[src/rtl/ltl_stream_pkg.sv]
// Shared types for the LTL monitor symbol streamer.
// Symbol width, symbol type and streamer FSM states.
package ltl_stream_pkg;

    localparam int SYM_W = 8;

    typedef logic [SYM_W-1:0] sym_t;

    typedef enum logic [1:0] {
        IDLE,
        ARM,
        STREAM,
        DRAIN
    } stream_state_e;

endpackage

[src/rtl/ltl_sym_fifo.sv]
// Synchronous symbol FIFO with flush; full/empty derive from a registered count.
// Push and pop may coincide at any occupancy, including full.
module ltl_sym_fifo
    import ltl_stream_pkg::*;
#(
    parameter int DEPTH = 8
) (
    input  logic clk,
    input  logic reset,
    input  logic flush,
    input  logic push,
    input  sym_t din,
    input  logic pop,
    output sym_t dout,
    output logic full,
    output logic empty
);

    localparam int AW = $clog2(DEPTH);

    sym_t           mem [DEPTH];
    logic [AW-1:0]  wr_ptr;
    logic [AW-1:0]  rd_ptr;
    logic [AW:0]    count;
    logic           do_push;
    logic           do_pop;

    assign empty   = (count == '0);
    assign full    = (count == (AW+1)'(DEPTH));
    assign do_pop  = pop && !empty;
    assign do_push = push && (!full || do_pop);
    assign dout    = mem[rd_ptr];

    always_ff @(posedge clk) begin
        if (reset || flush) begin
            wr_ptr <= '0;
            rd_ptr <= '0;
            count  <= '0;
        end else begin
            if (do_push) begin
                wr_ptr <= wr_ptr + AW'(1);
            end
            if (do_pop) begin
                rd_ptr <= rd_ptr + AW'(1);
            end
            count <= count + (AW+1)'(do_push) - (AW+1)'(do_pop);
        end
    end

    always_ff @(posedge clk) begin
        if (do_push) begin
            mem[wr_ptr] <= din;
        end
    end

endmodule

[src/rtl/ltl_symbol_streamer.sv]
// Packs trace proposition vectors into symbols and streams them to LTL monitors.
// Optional stutter removal when LTL_STREAM_DEDUP_EN is defined.
module ltl_symbol_streamer
    import ltl_stream_pkg::*;
#(
    parameter int NUM_PROPS  = 4,
    parameter int FIFO_DEPTH = 8,
    parameter int ARM_CYCLES = 2
) (
    input  logic                 clk,
    input  logic                 reset,
    input  logic                 trace_start,
    input  logic                 trace_end,
    input  logic                 prop_valid,
    input  logic [NUM_PROPS-1:0] prop_bits,
    output logic                 prop_ready,
    input  logic                 mon_hold,
    output logic                 mon_reset,
    output logic                 mon_run,
    output logic [SYM_W-1:0]     mon_symbols,
    output logic                 overflow,
    output logic [15:0]          sym_count,
    output logic                 busy
);

    localparam int ACW = $clog2(ARM_CYCLES + 1);
    localparam logic [ACW-1:0] ARM_LAST = ACW'(ARM_CYCLES - 1);
    localparam logic [ACW-1:0] ARM_MAX  = ACW'(ARM_CYCLES);

    stream_state_e  state_q;
    stream_state_e  state_d;
    logic [ACW-1:0] arm_q;
    logic           arm_done;

    sym_t           sym_in;
    sym_t           fifo_head;
    logic           fifo_push;
    logic           fifo_pop;
    logic           fifo_flush;
    logic           fifo_full;
    logic           fifo_empty;

    logic           can_pop;
    logic           restart;
    logic           run_d;
    logic           rst_d;
    logic           ovf_set;
    logic           dup;

    assign sym_in     = sym_t'(prop_bits);
    assign arm_done   = (arm_q >= ARM_LAST);
    assign can_pop    = !fifo_empty && !mon_hold;
    assign busy       = (state_q != IDLE);
    assign prop_ready = !fifo_full
                     && (state_q == ARM || state_q == STREAM);
    assign ovf_set    = prop_valid && !prop_ready
                     && (state_q == ARM || state_q == STREAM);
    // A flushing cycle never pushes, so the dedup tracker stays in step.
    assign fifo_push  = prop_valid && prop_ready && !dup && !fifo_flush;

    always_comb begin
        state_d    = state_q;
        fifo_pop   = 1'b0;
        fifo_flush = 1'b0;
        run_d      = 1'b0;
        rst_d      = mon_reset;
        restart    = 1'b0;
        if (trace_start) begin
            state_d    = ARM;
            fifo_flush = 1'b1;
            rst_d      = 1'b1;
            restart    = 1'b1;
        end else begin
            unique case (state_q)
                IDLE: begin
                    rst_d = 1'b1;
                end
                ARM: begin
                    if (trace_end) begin
                        fifo_flush = 1'b1;
                        state_d    = IDLE;
                    end else if (arm_done && can_pop) begin
                        // Release reset together with the first symbol.
                        fifo_pop = 1'b1;
                        run_d    = 1'b1;
                        rst_d    = 1'b0;
                        state_d  = STREAM;
                    end
                end
                STREAM: begin
                    fifo_pop = can_pop;
                    run_d    = can_pop;
                    if (trace_end) begin
                        state_d = DRAIN;
                    end
                end
                DRAIN: begin
                    if (fifo_empty) begin
                        state_d = IDLE;
                        rst_d   = 1'b1;
                    end else begin
                        fifo_pop = can_pop;
                        run_d    = can_pop;
                    end
                end
                default: begin
                    state_d = IDLE;
                    rst_d   = 1'b1;
                end
            endcase
        end
    end

    always_ff @(posedge clk) begin
        if (reset) begin
            state_q     <= IDLE;
            arm_q       <= '0;
            overflow    <= 1'b0;
            sym_count   <= '0;
            mon_reset   <= 1'b1;
            mon_run     <= 1'b0;
            mon_symbols <= '0;
        end else begin
            state_q   <= state_d;
            mon_reset <= rst_d;
            mon_run   <= run_d;
            if (fifo_pop) begin
                mon_symbols <= fifo_head;
            end
            if (restart) begin
                arm_q     <= '0;
                overflow  <= 1'b0;
                sym_count <= '0;
            end else begin
                if (state_q == ARM && arm_q != ARM_MAX) begin
                    arm_q <= arm_q + ACW'(1);
                end
                if (ovf_set) begin
                    overflow <= 1'b1;
                end
                if (fifo_pop && sym_count != 16'hFFFF) begin
                    sym_count <= sym_count + 16'd1;
                end
            end
        end
    end

`ifdef LTL_STREAM_DEDUP_EN
    sym_t last_q;
    logic last_vld_q;

    assign dup = last_vld_q && (sym_in == last_q);

    always_ff @(posedge clk) begin
        if (reset || restart) begin
            last_vld_q <= 1'b0;
        end else if (fifo_push) begin
            last_vld_q <= 1'b1;
            last_q     <= sym_in;
        end
    end
`else
    assign dup = 1'b0;
`endif

    ltl_sym_fifo #(
        .DEPTH(FIFO_DEPTH)
    ) u_fifo (
        .clk   (clk),
        .reset (reset),
        .flush (fifo_flush),
        .push  (fifo_push),
        .din   (sym_in),
        .pop   (fifo_pop),
        .dout  (fifo_head),
        .full  (fifo_full),
        .empty (fifo_empty)
    );

endmodule
[config.mk]
export PLATFORM = sky130hd
export DESIGN_NAME = ltl_symbol_streamer
export DESIGN_NICKNAME = d
export VERILOG_FILES = /design/src/rtl/ltl_stream_pkg.sv /design/src/rtl/ltl_sym_fifo.sv /design/src/rtl/ltl_symbol_streamer.sv
export SDC_FILE = /design/constraint.sdc
export NUM_CORES = 1
export LEC_CHECK = 0
export BUFFER_PORTS_ARGS = -buffer_cell sky130_fd_sc_hd__buf_2
export CORE_MARGIN = 4
export CORE_UTILIZATION = 30
export CTS_BUF_LIST = sky130_fd_sc_hd__clkbuf_8
export DETAILED_ROUTE_END_ITERATION = 8
export HOLD_SLACK_MARGIN = 0.06
export SLEW_MARGIN = 0
export SYNTH_ARGS = -nofsm -noshare
export SYNTH_HDL_FRONTEND = slang
export SYNTH_HIERARCHICAL = 1
export SYNTH_SLANG_ARGS = --single-unit
[constraint.sdc]
create_clock -name clk -period 4.5 [get_ports clk]
set_input_delay 0.9 -clock clk [delete_from_list [all_inputs] [get_ports clk]]
set_output_delay 0.9 -clock clk [all_outputs]
set_load 0.02 [all_outputs]
==> results of run 1 <==
-- flip-flops by register name, indices dropped and copies added, names as in the netlist, 2 cells and up, named ones only --
signal	flops
u_fifo/count	4
state_q	2
arm_q	2
u_fifo/rd_ptr	3
mon_symbols	8
u_fifo/mem	64
sym_count	16
u_fifo/wr_ptr	3
-- layout make-up --
type                       count  area, µm²
fill                        1573      10300
tap                          216        270
clock buffer                   9        124
sequential                   108       2800
clock inverter                 7       93.8
timing repair buffer          44        235
multi-input combinational    271       2040
inverter                      18       67.6
-- where the power goes --
group          total, mW  internal [mW]  switching (mW)
Clock              0.650          0.316           0.335
Combinational     0.0694         0.0241          0.0453
Sequential          1.05           1.05         0.00311
Total               1.77           1.39           0.383
-- layer usage --
layer | share of wire [%] | up-vias | track usage (%)
met5 | 0 | - | 0
met4 | 1.4 | 0 | 3.36
met3 | 5.7 | 11 | 3.83
met2 | 48 | 78 | 18.2
met1 | 45 | 1547 | 14.3
li1 | - | 1562 | -
-- per-stage QoR --
stage	setup WS (ns)	cell area [µm²]	utilization, %	cells
4_1_cts	1.18	5630	35.3	673
3_5_place_dp	1.09	5410	34.0	657
6_report	1.20	5630	35.3	673
2_1_floorplan	1.23	5020	-	412
5_1_grt	0.907	5630	35.3	673
3_3_place_gp	1.21	5410	34.0	657
-- path summary, 6_finish.rpt --
kind                                                     to  slack (ns)  depth (start not counted)
worst max-delay path             u_fifo/count[2]$_SDFF_PP0_        1.20                         15
worst min-delay path            mon_symbols[6]$_SDFFE_PP0P_        0.46                          2
worst max register to register   u_fifo/count[2]$_SDFF_PP0_        1.20                         15
worst min register to register  mon_symbols[6]$_SDFFE_PP0P_        0.46                          2
-- cells in the mapped netlist, types with 2 or more instances --
| cell | count | area [µm²] |
|---|---|---|
| and2_1 | 2 | 12.5 |
| dfxtp_1 | 44 | 881 |
| o211ai_1 | 2 | 15.0 |
| mux2i_1 | 9 | 90.1 |
| nand2_1 | 37 | 139 |
| or3_1 | 12 | 75.1 |
| or2_2 | 2 | 12.5 |
| a21oi_1 | 26 | 130 |
| and3_1 | 2 | 12.5 |
| or4_1 | 9 | 67.6 |
| nor3_1 | 12 | 60.1 |
| nand2b_1 | 3 | 18.8 |
| mux4_1 | 15 | 394 |
| o41ai_1 | 2 | 17.5 |
| or3b_2 | 2 | 17.5 |
| o31ai_1 | 10 | 75.1 |
| mux2_2 | 8 | 90.1 |
| clkbuf_1 | 4 | 15.0 |
| a21o_1 | 2 | 15.0 |
| buf_2 | 4 | 20.0 |
| edfxtp_1 | 64 | 1920 |
| nand3_1 | 6 | 30.0 |
| nor4_1 | 4 | 25.0 |
| inv_1 | 18 | 67.6 |
| ha_1 | 16 | 200 |
| nor2b_1 | 5 | 31.3 |
| nand4_1 | 6 | 37.5 |
| nor2_1 | 21 | 78.8 |
| buf_6 | 2 | 22.5 |
| o21ai_0 | 7 | 35.0 |
-- worst max-delay path, stage by stage, from the launching register on --
cell and delay (ns):
dfxtp_1 0.32, inv_1 0.07, ha_1 0.22, or3b_2 0.21, inv_1 0.12, nor2_1 0.24, o311ai_4 0.14, inv_1 0.36
inv_1 0.19, or3_1 0.42, nand2_1 0.09, ha_1 0.16, inv_1 0.06, fa_1 0.37, xor2_1 0.17, nor2_1 0.05
-- cell families after synthesis --
group | Yosys count
adder cells (fa/ha/maj) | 17
AO/OA/AOI/OAI | 55
flip-flops | 108
AND/OR/NAND/NOR | 132
buffers and inverters | 33
multiplexers | 33
other | 1
XOR/XNOR | 2
==> out/qor.yml, run 1 <==
logic_synthesis:
  synth_ff_type: "edfxtp_1"
  synthesis.instances: 381
  async_reset_ff_share_pct: 0
  synthesis.area_um2: 4900
  ys_seq_area_share_pct: 57.2
  synth-simple-area-share_pct: 14.9
  synth_top_family_by_area: "simple AND/OR/NAND/NOR gates"
  synth-compound-area-share_pct: 7.25
  synthXorXnorAreaFrac_pct: 0.358
  synth_edf_count: 64
  synthMuxAreaShare_pct: 12.2
  synth_fa_ha_area_share_pct: 4.49
  synthDistinctLibCells: 55
  syn_avg_cell_area_um2: 12.9
  yosysWarningCount: 6
  ys_seq_elements: 108
floorplan:
  initial_core_util_pct: 30.7
  die_w_um: 136
  die_h_um: 136
  io_pins: 39
  die-area_um2: 18400
  core_area_um2: 15900
  row_count: 46
timing:
  skew_ns: 0.00720
  rsz0062_at_grt: "false"
  tightest_slew_ns: 0.961
  fmax_mhz: 303
  slew_viol_final: 0
  hold_viol_final: 0
  min_period_ns: 3.30
  setup_tns_ns: 0
  setup_violations: 0
  whs_ns: 0.462
  layout_worst_path_cycle_share_pct: 73.3
  slew_headroom_pct: 35.9
global_routing:
  grt_pass1_vias: 3144
  grt_start_max_net_pins: 35
  grt_usage_pct: 11.3
  grt_pass1_wl_mm: 16.0
  grt-ovfl-total: 0
  antenna_found_initial: 0
critical_path:
  critical_path.max_fanout: 14
  crit_type: "flop to flop"
  cp_data_required_time_ns: 4.79
  crit_start: "u_fifo/count[2]$_SDFF_PP0_"
  start_kind: "flop"
  r2r_start: "u_fifo/count[2]$_SDFF_PP0_"
  crit_path_end_kind: "flop"
  cp.arrival_ns: 3.58
hold_path:
  hold_path.class: "flop to flop"
  min_from: "mon_symbols[6]$_SDFFE_PP0P_"
flow_run:
  maxCapViolations: 0
power_and_ir_drop:
  power_mw: 1.77
  power_leakage_nw: 1.98
  powerDensity_nw_per_um2: 315
  vdd_drop_max_v: 0.000154
placement:
  portBuffers: 38
  gp_congestion: 0.827
  dpl.hpwl_mm: 6.82
clock_tree:
  clk_latency_ns: 0.38
  cts_setup_buffers: 0
  cts_tree: "yes"
  numCtsBuffers: 9
  ctsHoldBuffers: 0
  cts-root-buf: "clkbuf_8"
  clkSlewWorstSetupHoldPaths_ns: 0.10
  cts_sinks: 108
  cts-resized-gates: 0
  cts_htree_levels: 3
  clockBufferDepth: 2
route:
  drt_first_pass_iters: 4
  drt_iter0_markers: 152
  via_per_inst: 4.75
  routedWlPerCell_um: 14.6
  routed_wl_mm: 9.82
  num_vias: 3198
  drt.antenna.violating_nets: 0
  drc_errors: 0
finish:
  final_common_cell: "edfxtp_1"
  num_antenna_cells: 0
  syn_to_final_growth_pct: 14.9
  drive_above_1_share_pct: 17.3
  nets: 479
  mostFrequentLayoutCells: "edfxtp_1 (64), dfxtp_1 (44), buf_2 (38), nand2_1 (37), conb_1 (32)"
run_status:
  status: "complete, no violations"
No activity file was read; power rests on OpenSTA's default activity.
==> run 2, diff against run 1 <==
ABC_AREA = 1   (was unset)
clock period = 2.85 ns   (was 4.5 ns; I/O delays follow)
==> run 2 against run 1 <==
Routed wire length up 6.8%. Worst setup slack worse by 0.92 ns. Flip-flop and latch count unchanged. Synthesized area up 2.0%. Fmax up 28%. Clock power up 58%. Sequential power up 58%. Clock skew up 0.020 ns. Synthesized cell count up 43%. Global-route usage up 0.41 points.
==> out/qor.yml, run 2 <==
timing:
  skew_ns: 0.0269
  setup_violations: 0
  setup_tns_ns: 0
  layout_worst_path_cycle_share_pct: 90.0
  slew_viol_final: 0
  fmax_mhz: 390
  slew_headroom_pct: 61.6
  hold_viol_final: 0
  tightest_slew_ns: 0.576
  rsz0062_at_grt: "false"
  min_period_ns: 2.57
  whs_ns: 0.411
logic_synthesis:
  yosysWarningCount: 6
  synthesis.area_um2: 5000
  synth_ff_type: "edfxtp_1"
  ys_seq_area_share_pct: 56.1
  ys_top_cells_by_area: "edfxtp_1 (38%), dfxtp_1 (18%), nor2_1 (8.2%), nand2_1 (8.0%), ha_1 (4.0%)"
  syn_avg_cell_area_um2: 9.17
  synth_area_leader_cell: "edfxtp_1"
  synth_top_area_share_pct: 38.4
  synth_edf_count: 64
  yosysMostFrequentCell: "nor2_1"
  synthTopCellsByCount: "nor2_1 (109), nand2_1 (106), edfxtp_1 (64)"
  async_reset_ff_share_pct: 0
  synthesis.instances: 545
  ys_seq_elements: 108
  synthDistinctLibCells: 34
floorplan:
  initial_core_util_pct: 31.0
  die_h_um: 137
  io_pins: 39
  die_w_um: 137
  core_area_um2: 16100
  row_count: 46
  die-area_um2: 18800
global_routing:
  grt_pass1_vias: 3470
  grt_usage_pct: 11.7
  grt_start_max_net_pins: 33
  grt-ovfl-total: 0
  antenna_found_initial: 0
  grt_pass1_wl_mm: 17.1
route:
  via_per_inst: 4.35
  num_vias: 3665
  drt.antenna.violating_nets: 0
  drt_iter0_markers: 241
  drt_first_pass_iters: 4
  routed_wl_mm: 10.5
  routedWlPerCell_um: 12.4
  drc_errors: 0
critical_path:
  critical_path.max_fanout: 8
  r2r_start: "u_fifo/count[2]$_SDFF_PP0_"
  cp_data_required_time_ns: 3.14
  path_buf_inv: 4
  start_kind: "flop"
  cp_slowest_cell: "fa_1"
  crit_path_end_kind: "flop"
  cpLargestDelayFamily: "adder cells"
  cp_slowest_stage_delay_ns: 0.38
  crit_start: "u_fifo/count[2]$_SDFF_PP0_"
  cp_common_cell: "inv_1"
  path_cells: "inv_1 -> ha_1 -> nand2_2 -> inv_1 -> nor2_1 -> nand2_1 -> a21oi_4 -> nand2_4 -> nor2_1 -> inv_1 -> nand2_1 -> ha_1 -> inv_1 -> fa_1 -> o21ai_0 -> a21oi_1"
  crit_type: "flop to flop"
  cp.arrival_ns: 2.85
finish:
  top_register: "u_fifo/mem"
  num_antenna_cells: 0
  nets: 649
  reg.largest.list: "u_fifo/mem x64, sym_count x16, mon_symbols x8"
  final_common_cell: "nor2_1"
  largest_register_ffs: 64
  syn_to_final_growth_pct: 15.5
  finalNonFillerCells: 843
  mostFrequentLayoutCells: "nor2_1 (109), nand2_1 (106), edfxtp_1 (64), dfxtp_1 (44), inv_1 (41)"
  fillCellCount: 1675
  drive_above_1_share_pct: 14.2
  seq_area_um2: 2800
  multiInputGateArea_um2: 2030
clock_tree:
  cts-resized-gates: 0
  cts_htree_levels: 3
  numCtsBuffers: 9
  cts_sinks: 108
  clk_latency_ns: 0.40
  cts-root-buf: "clkbuf_8"
  cts_tree: "yes"
  clockBufferDepth: 2
  cts_setup_buffers: 0
  clkSlewWorstSetupHoldPaths_ns: 0.11
  ctsHoldBuffers: 0
flow_run:
  maxCapViolations: 0
power_and_ir_drop:
  vdd_drop_max_v: 0.000259
  powerDensity_nw_per_um2: 486
  power_leakage_nw: 2.22
placement:
  portBuffers: 38
  dpl.hpwl_mm: 7.15
  gp_congestion: 0.810
  placedCellCount: 827
run_status:
  status: "complete, no violations"
hold_path:
  min_from: "reset"
  hold_path.class: "primary input to flop"
-- run 2: per-stage QoR --
stage,cell area (µm²),util [%],setup WS (ns),power [mW]
after detailed placement,5550,34.4,0.299,1.81
after global placement,5550,34.4,0.382,1.81
after global routing,5770,35.8,0.0633,2.92
after CTS,5770,35.8,0.274,2.84
final,5770,35.8,0.284,2.80
after floorplan,5110,-,0.238,1.77
-- run 2: cells by family (layout without fill, tap and decap cells) --
family	count (synthesis)	in the layout	share of synthesized area [%]
compound gates	100	100	10.6
xor+xnor	8	8	1.40
fa+ha+maj	17	17	4.41
buf+inv	58	109	5.56
flops	108	108	56.1
other cells	1	32	0.0750
simple gates	253	253	21.9
-- run 2: metal layers --
layer	vias up	GRT usage (%)	routed length, µm
li1	1925	-	-
met1	1679	14.4	4890
met2	51	19.1	5010
met3	10	3.68	422
met4	0	4.27	157
met5	-	0	0
-- run 2: path summary, 6_finish.rpt --
path | cells past startpoint | endpoint | slack (ns)
worst max register to register | 16 | u_fifo/count[2]$_SDFF_PP0_ | 0.28
worst min-delay path | 2 | state_q[0]$_SDFFE_PP0P_ | 0.41
worst min register to register | 2 | overflow$_SDFFE_PP0P_ | 0.46
worst max-delay path | 16 | u_fifo/count[2]$_SDFF_PP0_ | 0.28
-- run 2: where the power goes --
part	total, mW	leakage [nW]	switching [mW]	internal [mW]
Combinational	0.110	1.17	0.0758	0.0343
Clock	1.03	0.113	0.592	0.437
Sequential	1.66	0.931	0.00586	1.66
-- run 2: area by class of cell --
cell class / instances / area share, %
sequential: 108 / 48.5
clock buffer: 9 / 2.15
timing repair buffer: 50 / 4.85
multi-input combinational: 410 / 35.2
clock inverter: 7 / 1.69
inverter: 43 / 2.84
tap: 216 / 4.68
==> run 3, diff against run 2 <==
clock period = 2.5 ns   (was 2.85 ns; I/O delays follow)
==> run 3 against run 2 <==
Cell count is 0.47% higher. Global-route usage is 0.24 points lower. Clock-buffer cell count stayed put. Register-to-register slack worse by 0.07 ns. Critical path type unchanged. Critical endpoint unchanged. Largest cell class unchanged.
==> out/qor.yml, run 3 (synthesized netlist as in run 2, its figures left out) <==
route:
  drt.antenna.violating_nets: 0
  via_per_inst: 4.29
  drt_iter0_markers: 230
  drt_first_pass_iters: 4
  routed_wl_mm: 10.4
  routedWlPerCell_um: 12.3
  drc_errors: 0
  num_vias: 3633
floorplan:
  row_count: 46
  io_pins: 39
  initial_core_util_pct: 31.0
  core_area_um2: 16100
  die-area_um2: 18800
  die_h_um: 137
  die_w_um: 137
global_routing:
  grt_start_max_net_pins: 33
  antenna_found_initial: 0
  grt_pass1_wl_mm: 16.6
  grt-ovfl-total: 0
  grt_pass1_vias: 3362
  grt_usage_pct: 11.4
timing:
  tightest_slew_ns: 0.581
  layout_worst_path_cycle_share_pct: 91.5
  setup_tns_ns: 0
  min_period_ns: 2.29
  fin_ws_ns: 0.213
  rsz0062_at_grt: "false"
  slew_viol_final: 0
  fmax_mhz: 437
  skew_ns: 0.00967
  slew_headroom_pct: 61.2
  hold_viol_final: 0
  setup_violations: 0
clock_tree:
  clkSlewWorstSetupHoldPaths_ns: 0.09
  cts_htree_levels: 3
  cts_sinks: 108
  cts_tree: "yes"
  clockBufferDepth: 2
  cts-root-buf: "clkbuf_8"
  numCtsBuffers: 9
  clk_latency_ns: 0.38
  ctsHoldBuffers: 0
critical_path:
  path_cells: "inv_1 -> ha_1 -> nand2_2 -> inv_1 -> nor2_2 -> nand2_1 -> a21oi_4 -> nand2_4 -> nor2_4 -> inv_1 -> nand2_1 -> ha_1 -> inv_1 -> fa_1 -> o21ai_1 -> a21oi_1"
  cp_data_required_time_ns: 2.77
  start_kind: "flop"
  crit_path_end_kind: "flop"
  cp_common_cell: "inv_1"
  cp_slowest_cell: "fa_1"
  critical_path.max_fanout: 4
  cp.arrival_ns: 2.56
  cp_slowest_stage_delay_ns: 0.39
  crit_type: "flop to flop"
finish:
  reg.largest.list: "u_fifo/mem x64, sym_count x16, mon_symbols x8"
  fillCellCount: 1675
  nets: 653
  drive_above_1_share_pct: 15.1
  top_register: "u_fifo/mem"
  syn_to_final_growth_pct: 15.4
  num_antenna_cells: 0
  largest_register_ffs: 64
  mostFrequentLayoutCells: "nor2_1 (106), nand2_1 (106), edfxtp_1 (64), dfxtp_1 (44), inv_1 (41)"
  fin_area_um2: 5770
placement:
  place_ws_ns: 0.0837
  portBuffers: 38
  gp_congestion: 0.836
  dpl-instance-area_um2: 5580
  dpl.hpwl_mm: 7.23
run_status:
  status: "complete, no violations"
hold_path:
  hold_path.class: "primary input to flop"
power_and_ir_drop:
  vdd_drop_max_v: 0.000286
  power_leakage_nw: 2.21
  powerDensity_nw_per_um2: 519
flow_run:
  maxCapViolations: 0
[run 3: final timing paths]
check / startpoint / to / slack (ns) / cells after the start
setup / recovery: u_fifo/count[2]$_SDFF_PP0_ / u_fifo/count[2]$_SDFF_PP0_ / 0.21 / 16
hold / removal: reset / mon_run$_SDFF_PP0_ / 0.37 / 2
setup reg to reg: u_fifo/count[2]$_SDFF_PP0_ / u_fifo/count[2]$_SDFF_PP0_ / 0.21 / 16
hold reg to reg: overflow$_SDFFE_PP0P_ / overflow$_SDFFE_PP0P_ / 0.46 / 2
[run 3: repair_timing]
| action | 4_1_cts | 5_1_grt |
|---|---|---|
| buffers inserted | 0 | 1 |
| resized for setup | 0 | 4 |
| endpoints found under the setup margin | 0 | 2 |
[run 3: metrics by stage]
stage / util (%) / hold WS [ns] / power [mW] / std cells
floorplan: - / 0.451 / 2.02 / 576
global placement: 34.6 / 0.437 / 2.06 / 830
detailed placement: 34.6 / 0.445 / 2.06 / 830
CTS: 35.7 / 0.349 / 3.03 / 846
global route: 35.8 / 0.363 / 3.12 / 847
finish: 35.8 / 0.370 / 3.00 / 847
[run 3: power breakdown]
part | switching [mW] | internal [mW]
sequential | 0.00658 | 1.89
combinational | 0.0868 | 0.0398
clock | 0.603 | 0.370
[run 3: layout make-up]
cell class                 count  area, µm²  area share, %
sequential                   108       2800           48.6
multi-input combinational    410       2050           35.5
timing repair buffer          54        310           5.38
tap                          216        270           4.68
inverter                      43        164           2.84
clock buffer                   9        124           2.15
clock inverter                 7       51.3          0.889
[run 3: worst max-delay path: cells and delay by family, from the launching register on]
| family | cells | cell delay (ns) |
|---|---|---|
| AOI/OAI and AO/OA | 3 | 0.35 |
| DFF | 1 | 0.32 |
| buffers and inverters | 4 | 0.23 |
| and+or+nand+nor | 6 | 0.53 |
| adders and majority gates | 3 | 0.74 |
[run 3: per-layer routing]
| metal | track usage, % | share of wire, % |
|---|---|---|
| met2 | 19.1 | 48 |
| met1 | 14.3 | 47 |
| met3 | 2.98 | 4.0 |
| met5 | 0 | 0 |
| met4 | 4.05 | 0.96 |
